**config.mk**
```make
export PLATFORM = sky130hd
export DESIGN_NAME = if_fetch_unit_flat
export DESIGN_NICKNAME = d
export VERILOG_FILES = /design/src/rtl/if_fetch_unit_if.sv /design/src/rtl/if_fetch_unit.sv /design/src/flat_wrapper.sv
export SDC_FILE = /design/constraint.sdc
export NUM_CORES = 1
export LEC_CHECK = 0
export BUFFER_PORTS_ARGS = -buffer_cell sky130_fd_sc_hd__clkbuf_2
export CAP_MARGIN = 20
export CORE_MARGIN = 4
export CORE_UTILIZATION = 54
export CTS_BUF_LIST = sky130_fd_sc_hd__clkbuf_2
export DETAILED_ROUTE_END_ITERATION = 7
export PLACE_DENSITY = 0.86
export SLEW_MARGIN = 20
export SYNTH_ARGS = -nofsm -noshare
export SYNTH_HDL_FRONTEND = slang
export SYNTH_SLANG_ARGS = --single-unit
```
**constraint.sdc**
```tcl
create_clock -name clk_i -period 4.1 [get_ports clk_i]
set_input_delay 1.025 -clock clk_i [delete_from_list [all_inputs] [get_ports clk_i]]
set_output_delay 1.025 -clock clk_i [all_outputs]
set_load 0.02 [all_outputs]
```
**src/rtl/if_fetch_unit_if.sv**
```systemverilog
// if_fetch_unit_if: instruction-memory read port between the fetch stage and imem
//
// Signals:
//   req    fetch -> imem  read request, held with addr until ack
//   addr   fetch -> imem  32-bit read address
//   ack    imem  -> fetch read data valid this cycle (may coincide with req rising)
//   rdata  imem  -> fetch 32-bit read data, meaningful only while ack=1
// Modports: master = fetch unit, slave = instruction memory.
interface if_fetch_unit_if;
    logic        req;
    logic [31:0] addr;
    logic        ack;
    logic [31:0] rdata;
    modport master (output req, output addr, input ack, input rdata);
    modport slave  (input req, input addr, output ack, output rdata);
endinterface

```
**src/rtl/if_fetch_unit.sv**
```systemverilog
// if_fetch_unit: MIPS IF stage, owns fetch PC, one outstanding imem read, one-entry skid, redirect drain
//
// Parameters:
//   RESET_PC       first fetch address after reset
//   NOP            instruction word shown while valid_o=0
// Ports:
//   clk_i          clock, rising edge
//   rst_i          asynchronous active-low reset
//   hazard_i       IF/ID stall: output slot is not consumed this cycle
//   redirect_i     taken branch/jump, discards the sequential path
//   redirect_pc_i  redirect target
//   imem           instruction-memory read port (master side)
//   instruction_o  fetched word to IF/ID (NOP when invalid)
//   pc_add4_o      fetch address + 4 of instruction_o
//   valid_o        output slot holds a real instruction
module if_fetch_unit #(
    parameter logic [31:0] RESET_PC = 32'h0000_0000,
    parameter logic [31:0] NOP      = 32'h0000_0000
) (
    input  logic                  clk_i,
    input  logic                  rst_i,
    input  logic                  hazard_i,
    input  logic                  redirect_i,
    input  logic [31:0]           redirect_pc_i,
    if_fetch_unit_if.master       imem,
    output logic [31:0]           instruction_o,
    output logic [31:0]           pc_add4_o,
    output logic                  valid_o
);
    // FETCH: request outstanding; HOLD: skid full, no request; DRAIN: stale request after redirect
    typedef enum logic [1:0] {FETCH, HOLD, DRAIN} state_t;
    state_t      state_q, state_d;
    logic [31:0] req_addr_q, redir_pc_q, skid_instr_q, skid_pc4_q, instr_q, pc4_q;
    logic        valid_q;
    logic [31:0] req_pc4, req_addr_d;
    logic        slot_free, fetch_ack, drain_ack, redir_now, take_data, to_skid, bubble, unskid;
    assign req_pc4   = req_addr_q + 32'd4;
    assign slot_free = !valid_q || !hazard_i;
    assign fetch_ack = (state_q == FETCH) && imem.ack;
    assign drain_ack = (state_q == DRAIN) && imem.ack;
    // A redirect can retarget immediately only when no request is left in flight after this edge
    assign redir_now = redirect_i && ((state_q == HOLD) || fetch_ack || drain_ack);
    assign take_data = !redirect_i && fetch_ack && slot_free;
    assign to_skid   = !redirect_i && fetch_ack && !slot_free;
    assign bubble    = !redirect_i && (state_q == FETCH) && !imem.ack && slot_free;
    assign unskid    = !redirect_i && (state_q == HOLD) && !hazard_i;
    assign req_addr_d = redir_now                 ? redirect_pc_i :
                        (fetch_ack && !redirect_i) ? req_pc4 :
                        (drain_ack && !redirect_i) ? redir_pc_q : req_addr_q;
    always_ff @(posedge clk_i or negedge rst_i) begin
        if (!rst_i) state_q <= FETCH;
        else        state_q <= state_d;
    end
    always_comb begin
        state_d = state_q;
        case (state_q)
            FETCH:   state_d = redirect_i ? (imem.ack ? FETCH : DRAIN) : (to_skid ? HOLD : FETCH);
            HOLD:    state_d = (redirect_i || !hazard_i) ? FETCH : HOLD;
            DRAIN:   state_d = imem.ack ? FETCH : DRAIN;
            default: state_d = FETCH;
        endcase
    end
    // Request is gated by reset so it drops the moment reset asserts and rises on release
    always_comb begin
        imem.req  = rst_i && (state_q != HOLD);
        imem.addr = req_addr_q;
    end
    always_ff @(posedge clk_i or negedge rst_i) begin
        if (!rst_i) begin
            req_addr_q   <= RESET_PC;
            redir_pc_q   <= 32'd0;
            skid_instr_q <= 32'd0;
            skid_pc4_q   <= 32'd0;
            instr_q      <= NOP;
            pc4_q        <= 32'd0;
            valid_q      <= 1'b0;
        end else begin
            req_addr_q <= req_addr_d;
            if (redirect_i && !redir_now) redir_pc_q <= redirect_pc_i;
            if (to_skid) begin
                skid_instr_q <= imem.rdata;
                skid_pc4_q   <= req_pc4;
            end
            if (redirect_i || bubble) begin
                valid_q <= 1'b0;
                instr_q <= NOP;
            end else if (take_data) begin
                valid_q <= 1'b1;
                instr_q <= imem.rdata;
                pc4_q   <= req_pc4;
            end else if (unskid) begin
                valid_q <= 1'b1;
                instr_q <= skid_instr_q;
                pc4_q   <= skid_pc4_q;
            end
        end
    end
    assign instruction_o = instr_q;
    assign pc_add4_o     = pc4_q;
    assign valid_o       = valid_q;
endmodule

```
**src/flat_wrapper.sv**
```systemverilog
// flat-port wrapper written by rule: the top's interface ports become plain ports
module if_fetch_unit_flat 
#(
    parameter logic [31:0] RESET_PC = 32'h0000_0000,
    parameter logic [31:0] NOP      = 32'h0000_0000
)
  (clk_i, rst_i, hazard_i, redirect_i, redirect_pc_i, instruction_o, pc_add4_o, valid_o, imem_req, imem_addr, imem_ack, imem_rdata);
  if_fetch_unit_if imem_i ();
  input  logic clk_i;
  input  logic rst_i;
  input  logic hazard_i;
  input  logic redirect_i;
  input  logic [31:0] redirect_pc_i;
  output logic [31:0] instruction_o;
  output logic [31:0] pc_add4_o;
  output logic valid_o;
  output wire logic [$bits(imem_i.req)-1:0] imem_req;
  output wire logic [$bits(imem_i.addr)-1:0] imem_addr;
  input wire logic [$bits(imem_i.ack)-1:0] imem_ack;
  input wire logic [$bits(imem_i.rdata)-1:0] imem_rdata;
  assign imem_req = imem_i.req;
  assign imem_addr = imem_i.addr;
  assign imem_i.ack = imem_ack;
  assign imem_i.rdata = imem_rdata;
  if_fetch_unit #(.RESET_PC(RESET_PC), .NOP(NOP)) u_core (.clk_i(clk_i), .rst_i(rst_i), .hazard_i(hazard_i), .redirect_i(redirect_i), .redirect_pc_i(redirect_pc_i), .imem(imem_i), .instruction_o(instruction_o), .pc_add4_o(pc_add4_o), .valid_o(valid_o));
endmodule
```
**Yosys cells after proc, flatten, opt, wreduce, memory -nomap -nowiden**

Cells that the tools add are included.

- Add/sub/neg operators: 1
- Equality and inequality tests: 3
- Multiplexer cells: 16
- Bitwise logic cells: 1
- Reductions and logical operators: 30

Operators with widths:

| cell | count |
|---|---|
| $mux 32 | 8 |
| $add 32x3->32 const B | 1 |
| $logic_and 1x1->1 | 14 |
| $logic_not 1->1 | 6 |
| $pmux 2 s3 | 1 |
| $reduce_bool 3->1 | 2 |
| $logic_or 1x1->1 | 5 |
| $mux 1 | 5 |
| $mux 2 | 2 |
| $eq 2x1->1 const B | 1 |
| $eq 2x2->1 const B | 1 |
| $logic_not 2->1 | 1 |
| $ne 2x1->1 const B | 1 |
| $reduce_and 2->1 | 1 |
| $reduce_bool 2->1 | 1 |
| $not 1->1 | 1 |

- Register bits: 195
- Input bits: 69
- Output and inout port bits: 98

**Longest topological paths before layout**

Gate-level depths: netlist of run 1.

- Depth after elaboration: 7
- Gate-level depth with buffers: 8

**Least setup slack after synthesis of run 1**

No wires, ideal clock.

- Path type: input port to flip-flop
- From: input redirect_i
- To: register u_core.pc4_q[10] (netlist: u_core.pc_add4_o[10])
- Setup time: 0.118 ns
- Arrival time: 2.610 ns
- Slack: 1.372 ns
- Stages on the path: 8
- Path buffers: 4
- Cells stage by stage: clkbuf_1 -> or4b_1 -> clkbuf_1 -> a21oi_1 -> buf_2 -> buf_2 -> a21oi_1 -> a21o_1

- Word-level cells in the longest chain between the ends: 7
- Elaborated cells on any way between the ends: 13
- Classes of those cells: mux: 1; bitwise: 1; reduce/logical: 11

RTL lines:

| item | line | RTL |
|---|---|---|
| from (decl) | flat_wrapper.sv:12 | `input logic redirect_i;` |
| $logic_not 1->1 | if_fetch_unit.sv:43, if_fetch_unit.sv:45, if_fetch_unit.sv:46 |  |
| $logic_and 1x1->1 (3 in a row) | if_fetch_unit.sv:45 | `assign bubble = !redirect_i && (state_q == FETCH) && !imem.ack && slot_free;` |
| $logic_or 1x1->1 | if_fetch_unit.sv:84 | `if (redirect_i \|\| bubble) begin` |
| $not 1->1 (no line) | -- |  |
| $reduce_and 2->1 (no line) | -- |  |
| to (signal assigned) | if_fetch_unit.sv:90 | `pc4_q <= req_pc4;` |
| to (signal assigned) | if_fetch_unit.sv:94 | `pc4_q <= skid_pc4_q;` |
| to (decl) | if_fetch_unit.sv:33 | `logic [31:0] req_addr_q, redir_pc_q, skid_instr_q, skid_pc4_q, instr_q, pc4_q;` |

Parallel ways exist; a longest one is shown, timed or not.
A chain may end at the register's enable or synchronous reset.

**Worst setup path after layout of run 1**

- From: register u_core.state_q[1]
- To: output imem_req

- Word-level cells in the longest chain between the ends: 2

RTL lines:

| item | line | RTL |
|---|---|---|
| from (decl) | if_fetch_unit.sv:32 | `state_t state_q, state_d;` |
| from (signal assigned) | if_fetch_unit.sv:52 | `else state_q <= state_d;` |
| $ne 2x1->1 | if_fetch_unit.sv:65 | `imem.req = rst_i && (state_q != HOLD);` |
| $logic_and 1x1->1 | if_fetch_unit.sv:65 |  |
| to (decl) | flat_wrapper.sv:17 | `output wire logic [$bits(imem_i.req)-1:0] imem_req;` |

No other way between the ends.

==> results of run 1 <==
-- routing by layer --
metal / up-vias / routed length (um) / part of all wire / GRT usage
met5: - / 0 / 0 / 0
met2: 350 / 11000 / 0.47 / 0.407
met1: 3643 / 9830 / 0.42 / 0.355
li1: 3480 / - / - / -
met4: 0 / 583 / 0.025 / 0.102
met3: 46 / 2080 / 0.088 / 0.0655
-- kinds of logic (layout without fill, tap and decap cells) --
logic type / Yosys count / after routing
xor gates and xnor gates: 22 / 22
muxes: 66 / 66
and+or+nand+nor: 356 / 356
AOI/OAI and AO/OA: 204 / 204
buffers and inverters: 67 / 221
other: 0 / 1
adders and majority gates: 1 / 1
DFF: 195 / 195
-- worst max path at each step --
stage / start / endpoint / cells past startpoint
after floorplan: redirect_i / u_core.pc_add4_o[10] / 8
after global placement: redirect_i / u_core.pc_add4_o[27] / 6
after detailed placement: redirect_i / u_core.pc_add4_o[11] / 8
after CTS: u_core.state_q[1] / imem_req / 3
after global routing: u_core.state_q[1] / imem_req / 3
final: u_core.state_q[1] / imem_req / 3
-- final cells by class --
cell class	instances	area [um^2]
Clock inverter	12	115
Antenna cell	1	2.50
Sequential cell	195	4880
Clock buffer	20	100
Inverter	4	15.0
Fill cell	1340	5860
Tap cell	216	270
Multi-Input combinational cell	649	3760
Timing Repair Buffer	185	997
-- stage by stage --
step / power [mW] / hold WS [ns] / utilization / cell area (um^2)
after floorplan: 3.40 / 0.440 / - / 8900
after global placement: 3.87 / 0.453 / 0.620 / 9910
after detailed placement: 3.94 / 0.458 / 0.620 / 9910
after CTS: 4.82 / 0.335 / 0.634 / 10100
after global routing: 5.06 / 0.376 / 0.634 / 10100
final: 4.80 / 0.415 / 0.634 / 10100
-- critical path: stages, from the launching register on --
cell and delay [ns]:
dfrtp_1 0.80, inv_1 0.38, a21boi_0 0.27, clkbuf_2 0.20
-- sequential cells by signal, summed over array words and instances (netlist names) --
register / count
u_core.imem.addr: 32
u_core.instruction_o: 32
u_core.pc_add4_o: 32
u_core.redir_pc_q: 32
u_core.skid_instr_q: 32
u_core.skid_pc4_q: 32
u_core.state_q: 2
u_core.valid_o: 1
-- where the power goes --
| part | internal (mW) | total, mW | switching, mW |
|---|---|---|---|
| combinational | 0.477 | 1.25 | 0.777 |
| sequential | 2.31 | 2.65 | 0.338 |
| clock | 0.275 | 0.896 | 0.621 |
| total | 3.07 | 4.80 | 1.74 |
-- repair_timing --
item                                    4_1_cts  5_1_grt
hold buffers                                  1        0
endpoints found under the setup margin        0        0
endpoints found under the hold margin         2        0
-- cells in the final DEF (no fill, tap or decap), drive strengths merged, types with 3 or more instances in the layout --
cell	synthesis	routed
nand2	211	211
dfrtp	195	195
clkbuf	49	186
o21ai	115	115
nor2	40	40
mux2i	34	34
mux2	32	32
nand3	23	23
a21oi	22	22
and3	20	20
a22oi	19	19
buf	14	18
xnor2	17	17
nor3	13	13
nand4	11	11
a222oi	10	10
nor4	8	8
a221oi	7	7
o211ai	6	6
clkinv	0	6
and4	5	5
xor2	5	5
nor2b	5	5
nand2b	5	5
o31ai	4	4
inv	4	4
and2	4	4
a31oi	4	4
clkinvlp	0	4
o21a	3	3
or4	3	3
==> results.md, run 1 <==
- Status: finished, final reports clean
- Placer Congestion: about 0.95
- Worst r2r path cells: 6
- # nets final: 1122
- # port buffers: between 150 and 200
- Period minus WS final: roughly 3.5 ns
- RSZ-0062 raised after global routing: no
- IO Pins: 167
- Most frequent cells after synthesis: nand2_1, dfrtp_1, o21ai_0, clkbuf_1, nor2_1
- Final Worst Setup Slack: around 0.64 ns
- Via density: 5.87
- Slew headroom: 0.362
- Max frequency: around 290 MHz
- Initial antenna violation count: 1
- DR WL/cell: around 18 um
- Reg2reg start: u_core.imem.addr[2]
- # rows: between 40 and 50
- Placed cells: ~1.2k
- Leak: 4.96 nW
- XOR/XNOR Fraction of Synth Area: 0.0217
- RR Endpoint: u_core.pc_add4_o[24]
- First DRT Iteration DRCs: 620
- Simple-gate share of the synthesized area: 0.180
- Clock Latency Late Sink: between 0.7 and 0.8 ns
- WP data arrival: 2.44 ns
- Synth Area in Compound Gates: 0.139
- CTS tree: yes
- Slew Limit Fails: 0
- Maxcap violations: 0
- H-tree depth: 4
- Vias: 7519
- Vias in the first global route: approximately 7.4k
- Mapped Cells: between 900 and 1k
- Register area share after synthesis: 0.549
- Startpoint Class: flop
- Top cells by area, synth: dfrtp_1, nand2_1, o21ai_0
- Max Clock Skew: roughly 0.027 ns
- Syn Area/Cell: 9.77 um^2
- Clock sinks: slightly below 200
- Worst Path Max Fanout: 17
- Non-Filler Instances: ~1.3k
- Total track usage: 0.261
- Cell area after synthesis: just under 0.009 mm^2
- Drt total wl: approximately 24000 um
- Width of the chip: around 140 um
- Dpl hpwl: between 15000 and 20000 um
- Least-Margin Pin Slew: between 0.9 and 1 ns
- Syn_nets: 981
- CP Capture Type: output pin
- Area growth syn-to-layout: 14.0%
- Adder-Cell Fraction of Synth Area: 0.00141
- Most numerous cell in the Yosys netlist: nand2_1
- Setup slack at placement: about 1.1 ns
- Power Density: between 400 and 500 mW/mm^2
- Remaining global-route overflow: 0
- Reg2Reg Setup Slack: between 1.5 and 2 ns
- Yosys cell types: 53
- Routed Antenna Nets: 0
- Ys async rst share: 1.00
- Clk root buf: clkbuf_2
- DIE AREA: between 0.015 and 0.02 mm^2
- Setup Viol. Count Final: 0
- Clock buffer count from CTS: 17
- Fin crit share: 0.845
- Final Hold Viols: 0
- Synth area leader: dfrtp_1
- CTS Buffer Depth: 2
- Top cell type's share of synthesized area: 0.549
- VDD IR max: around 0.22 mV
- TNS Setup: 0 ns
- Wire length of the first global-routing pass: between 30000 and 40000 um
- Worst Hold Class: in -> reg
- Clk slew on worst S/H paths: between 0.2 and 0.3 ns
- DR pass1 iterations: 6
- Synth Register Bits: approximately 200
- Worst Hold Path EP: u_core.skid_instr_q[22]
- Resized cells post-CTS: 0
- WP data required: 3.07 ns
- Largest net degree at the start of global routing: 87
- Critical path class: reg -> out
- Die H: 136 um
- Mux share of post-synthesis cell area: 0.0788
- Ys Warns: 0
- Main flop type after synthesis: dfrtp_1
- DRC Markers: 0
- Post-synth EDFFs: 0
- Hold Crit Start: imem_rdata[22]
- Layout cells sized above 1: 0.241
- Post-CTS Setup Inserts: 0
- Largest family of logic cells by synthesized area: simple AND/OR/NAND/NOR gates
- Hold path cells: 3
- Area of the core: about 0.016 mm^2
- Initial core utilization: 0.556
(Power assumes the default switching activity.)
==> inputs of run 2 (changes only) <==
CORE_UTILIZATION = 52   (was 54)
clock period = 2.85 ns   (was 4.1 ns; I/O delays follow)
==> results.md, run 2 (same netlist as run 1, synthesis figures left out) <==
- Status: finished with violations
- Failing checks: negative hold slack
- RSZ-0062 raised after global routing: no
- # rows: 47
- Hold_ws: -0.000186 ns
- # port buffers: between 150 and 200
- Layout cells sized above 1: 0.252
- Drt total wl: between 20000 and 25000 um
- Power Density: between 600 and 700 mW/mm^2
- Total power: between 6 and 7 mW
- Slew Limit Fails: 0
- Post-CTS Setup Inserts: 0
- Clock sinks: 195
- Via density: 5.87
- Worst Path Max Fanout: 9
- Width of the chip: ~140 um
- Resized cells post-CTS: 0
- Clk slew on worst S/H paths: 0.30 ns
- Dpl hpwl: 16800 um
- H-tree depth: 4
- Area growth syn-to-layout: 15.5%
- Area of the core: around 0.017 mm^2
- CTS Buffer Depth: 2
- Period minus WS final: 2.51 ns
- Maxcap violations: 0
- Leak: between 5 and 6 nW
- CP max stage delay: between 0.6 and 0.7 ns
- Vias in the first global route: 7503
- Routed Antenna Nets: 0
- CP Capture Type: flop
- Fin crit share: 0.880
- DRC Markers: 0
- Final Hold Viols: 3
- Initial core utilization: 0.533
- Finished Cell Area: a little over 0.01 mm^2
- Critical path class: reg -> reg
- Met3 Use GR: 0.0593
- DIE AREA: about 0.019 mm^2
- Commonest non-fill, non-tap cells in the layout: nand2_1, dfrtp_1, clkbuf_2
- Initial antenna violation count: 1
- Total track usage: 0.250
- Worst Hold Class: in -> async
- Critical-path top delay cell: nor4_1
- Non-Filler Instances: around 1.3k
- Startpoint Class: flop
- WP data arrival: between 3 and 4 ns
- VDD IR max: slightly above 0.3 mV
- Largest net degree at the start of global routing: around 120
- Setup Viol. Count Final: 0
- CTS hold repair buffers: 0
- Gr busiest metal: met2
- IO Pins: 167
- Max frequency: between 300 and 400 MHz
- Clock Latency Late Sink: 0.80 ns
- Crit path max-delay family: simple AND/OR/NAND/NOR gates
- Crit path buf inv count: 0
- Placed cells: around 1.3k
- Clk root buf: clkbuf_2
- Clock buffer count from CTS: 17
- Post-DP Area: between 0.01 and 0.015 mm^2
- Max Clock Skew: about 0.042 ns
- Slew headroom: 0.360
- Met2 usage: 0.392
- Global routing usage on met1: 0.344
- TNS Setup: 0 ns
- Wire length of the first global-routing pass: between 30000 and 40000 um
- First DRT Iteration DRCs: around 800
- Vias: 7597
- DR WL/cell: 18.6 um
- Die H: ~140 um
- CTS tree: yes
- Remaining global-route overflow: 0
- Placer Congestion: 0.915
- DR pass1 iterations: 7
- Commonest non-fill, non-tap cell in the layout: nand2_1
- WP data required: around 3.5 ns
- Worst-path cell chain: ha_1 > nand4_1 > nor4_1 > nand3_1 > xor2_1 > o21ai_0
- # nets final: around 1.1k
- Least-Margin Pin Slew: roughly 0.96 ns
run 2: metrics by stage:
step / hold slack [ns] / worst slack (ns) / utilization
after global placement: 0.454 / 0.340 / 0.601
after floorplan: 0.417 / 0.434 / -
after detailed placement: 0.462 / 0.274 / 0.601
final: -0.000186 / 0.343 / 0.615
after global routing: 0.00642 / 0.215 / 0.615
after CTS: 0.000600 / 0.352 / 0.615
run 2: power by group:
part,switching (mW),internal [mW],total (mW)
registers,0.461,3.33,3.79
clock network,1.04,0.279,1.32
logic,1.15,0.701,1.85
total,2.65,4.31,6.96
run 2: path summary, 6_finish.rpt:
path / cells past startpoint / slack (ns) / endpoint / start
max in group asynchronous: 2 / 2.05 / u_core.imem.addr[28] / rst_i
max reg2reg: 6 / 0.34 / u_core.skid_pc4_q[24] / u_core.imem.addr[2]
min: 2 / -0.0002 / u_core.state_q[1] / rst_i
min reg2reg: 2 / 0.52 / u_core.skid_instr_q[10] / u_core.skid_instr_q[10]
min in group clk_i: 3 / 0.07 / u_core.skid_instr_q[2] / imem_rdata[2]
max: 6 / 0.34 / u_core.skid_pc4_q[24] / u_core.imem.addr[2]
run 2: per-layer routing:
layer | wire, um | share of wire
met5 | 0 | 0
met4 | 788 | 0.033
met3 | 2210 | 0.092
met2 | 11100 | 0.46
met1 | 9970 | 0.41
run 2: cell type report:
type	instances	area, um^2
Fill cell	1380	6430
Sequential cell	195	4880
Multi-Input combinational cell	649	3770
Timing Repair Buffer	193	1100
Tap cell	220	275
Clock inverter	15	143
Clock buffer	17	85.1
Inverter	4	15.0
Antenna cell	1	2.50
run 2: worst register-to-register path, cell delays in order (launching register included):
cell,delay (ns)
dfrtp_1,0.57
ha_1,0.27
nand4_1,0.29
nor4_1,0.68
nand3_1,0.17
xor2_1,0.28
o21ai_0,0.11
==> inputs of run 3 (changes only) <==
CTS_BUF_LIST = sky130_fd_sc_hd__clkbuf_4 sky130_fd_sc_hd__clkbuf_8   (was sky130_fd_sc_hd__clkbuf_2)
==> results.md, run 3 (same netlist as run 1, synthesis figures left out) <==
- DRC Markers: 0
- Final Worst Setup Slack: about 0.40 ns
- DIE AREA: 0.0193 mm^2
- Worst r2r path cells: 6
- Vias in the first global route: 7564
- Width of the chip: between 100 and 150 um
- IO Pins: about 170
- Dpl hpwl: roughly 17000 um
- Net Sw Power: around 2.7 mW
- Placed cells: 1261
- Slew headroom: 0.369
- Setup slack at placement: 0.274 ns
- ANT cells: 0
- Initial antenna violation count: 0
- Finished Cell Area: ~0.010 mm^2
- Total track usage: 0.249
- Leak: approximately 5 nW
- Clk root buf: clkbuf_8
- Clk pwr share: 0.235
- Clock buffer count from CTS: 17
- Placer Congestion: just over 0.9
- # nets final: between 1k and 1.5k
- CTS hold repair buffers: 0
- Largest net degree at the start of global routing: 124
- Clk slew on worst S/H paths: about 0.11 ns
- Area growth syn-to-layout: 17.3%
- Layout cells sized above 1: 0.253
- Worst Path Max Fanout: 9
- # rows: between 40 and 50
- Via density: around 6
- Remaining global-route overflow: 0
- Final Hold Viols: 0
- Worst Hold Class: in -> async
- RSZ-0062 raised after global routing: no
- Area of the core: 0.0167 mm^2
- TNS Setup: 0 ns
- Setup Viol. Count Final: 0
- WP data required: between 3 and 4 ns
- CP Capture Type: flop
- Post-CTS Setup Inserts: 0
- Post-DP Area: 0.0100 mm^2
- Status: finished, final reports clean
- Vias: around 7.6k
- Clock sinks: 195
- Routed Antenna Nets: 0
- CTS tree: yes
- Fin crit share: 0.859
- VDD IR max: around 0.4 mV
- Non-Filler Instances: between 1k and 1.5k
- # port buffers: 166
- Die H: between 100 and 150 um
- Commonest non-fill, non-tap cell in the layout: nand2_1
- Wire length of the first global-routing pass: 39400 um
- Comb power frac: 0.251
- DR WL/cell: approximately 19 um
- WP data arrival: between 2 and 3 ns
- Commonest non-fill, non-tap cells in the layout: nand2_1, dfrtp_1, clkbuf_2
- Drt total wl: approximately 24000 um
- DR pass1 iterations: 8
- Power Density: around 700 mW/mm^2
- Internal Dissipation: about 4.7 mW
- RR Endpoint: u_core.skid_pc4_q[24]
- CTS Buffer Depth: 2
- Maxcap violations: 0
- Critical path class: reg -> reg
- Post-layout util: 0.625
- Startpoint Class: flop
- Clock Latency Late Sink: around 0.46 ns
- Least-Margin Pin Slew: roughly 0.95 ns
- Resized cells post-CTS: 0
- Max Clock Skew: 0.0145 ns
- Slew Limit Fails: 0
- Reg2reg start: u_core.imem.addr[2]
- Period minus WS final: ~2.4 ns
- Sequential power share: 0.514
- First DRT Iteration DRCs: 906
- Initial core utilization: 0.533
- Max frequency: 408 MHz
- H-tree depth: 4
- Switching Fraction: 0.362
- Reg2Reg Setup Slack: 0.40 ns
==> run 3: cell count changes in the layout (fill, tap and decap cells not counted) <==
cell,delta
clkbuf_8,+18
clkbuf_2,-17
clkinv_1,-1
diode_2,-1
==> run 3: per-layer routing <==
metal  vias to the layer above  track usage  wire length [um]  share of wire
li1                       3492            -                 -              -
met1                      3671        0.345              9870           0.41
met2                       411        0.394             11200           0.46
met3                        67       0.0528              2190          0.091
met4                         0       0.0886               819          0.034
met5                         -            0                 0              0
==> run 3: power groups by stage <==
stage	registers (mW)	clock network [mW]	logic (mW)
6_report	3.79	1.74	1.85
5_1_grt	3.86	1.88	2.04
4_1_cts	3.77	1.76	1.86
3_5_place_dp	3.83	0	1.85
3_3_place_gp	3.80	0	1.78
2_1_floorplan	4.01	0	0.873
==> run 3: how the worst max path moves through the flow <==
stage,end,startpoint,depth (start not counted)
after floorplan,u_core.pc_add4_o[10],redirect_i,8
after global placement,u_core.instruction_o[17],redirect_i,6
after detailed placement,u_core.instruction_o[30],redirect_i,6
after CTS,u_core.skid_pc4_q[24],u_core.imem.addr[2],6
after global routing,u_core.skid_pc4_q[24],u_core.imem.addr[2],6
final,u_core.skid_pc4_q[24],u_core.imem.addr[2],6
==> run 3: area by class of cell <==
type                            instances  area (um^2)
Multi-Input combinational cell        649         3770
Clock buffer                           18          248
Fill cell                            1349         6270
Clock inverter                         14          139
Timing Repair Buffer                  193         1100
Inverter                                4         15.0
Sequential cell                       195         4880
Tap cell                              220          275
==> run 3: critical path: stages, from the launching register on <==
cell	delay [ns]
dfrtp_1	0.52
ha_1	0.28
nand4_1	0.29
nor4_1	0.67
nand3_1	0.17
xor2_1	0.26
o21ai_0	0.11
==> run 3: through the flow <==
stage | power, mW | hold WS (ns)
after floorplan | 4.88 | 0.417
after global placement | 5.58 | 0.454
after detailed placement | 5.68 | 0.462
after CTS | 7.39 | 0.403
after global routing | 7.77 | 0.429
final | 7.38 | 0.346
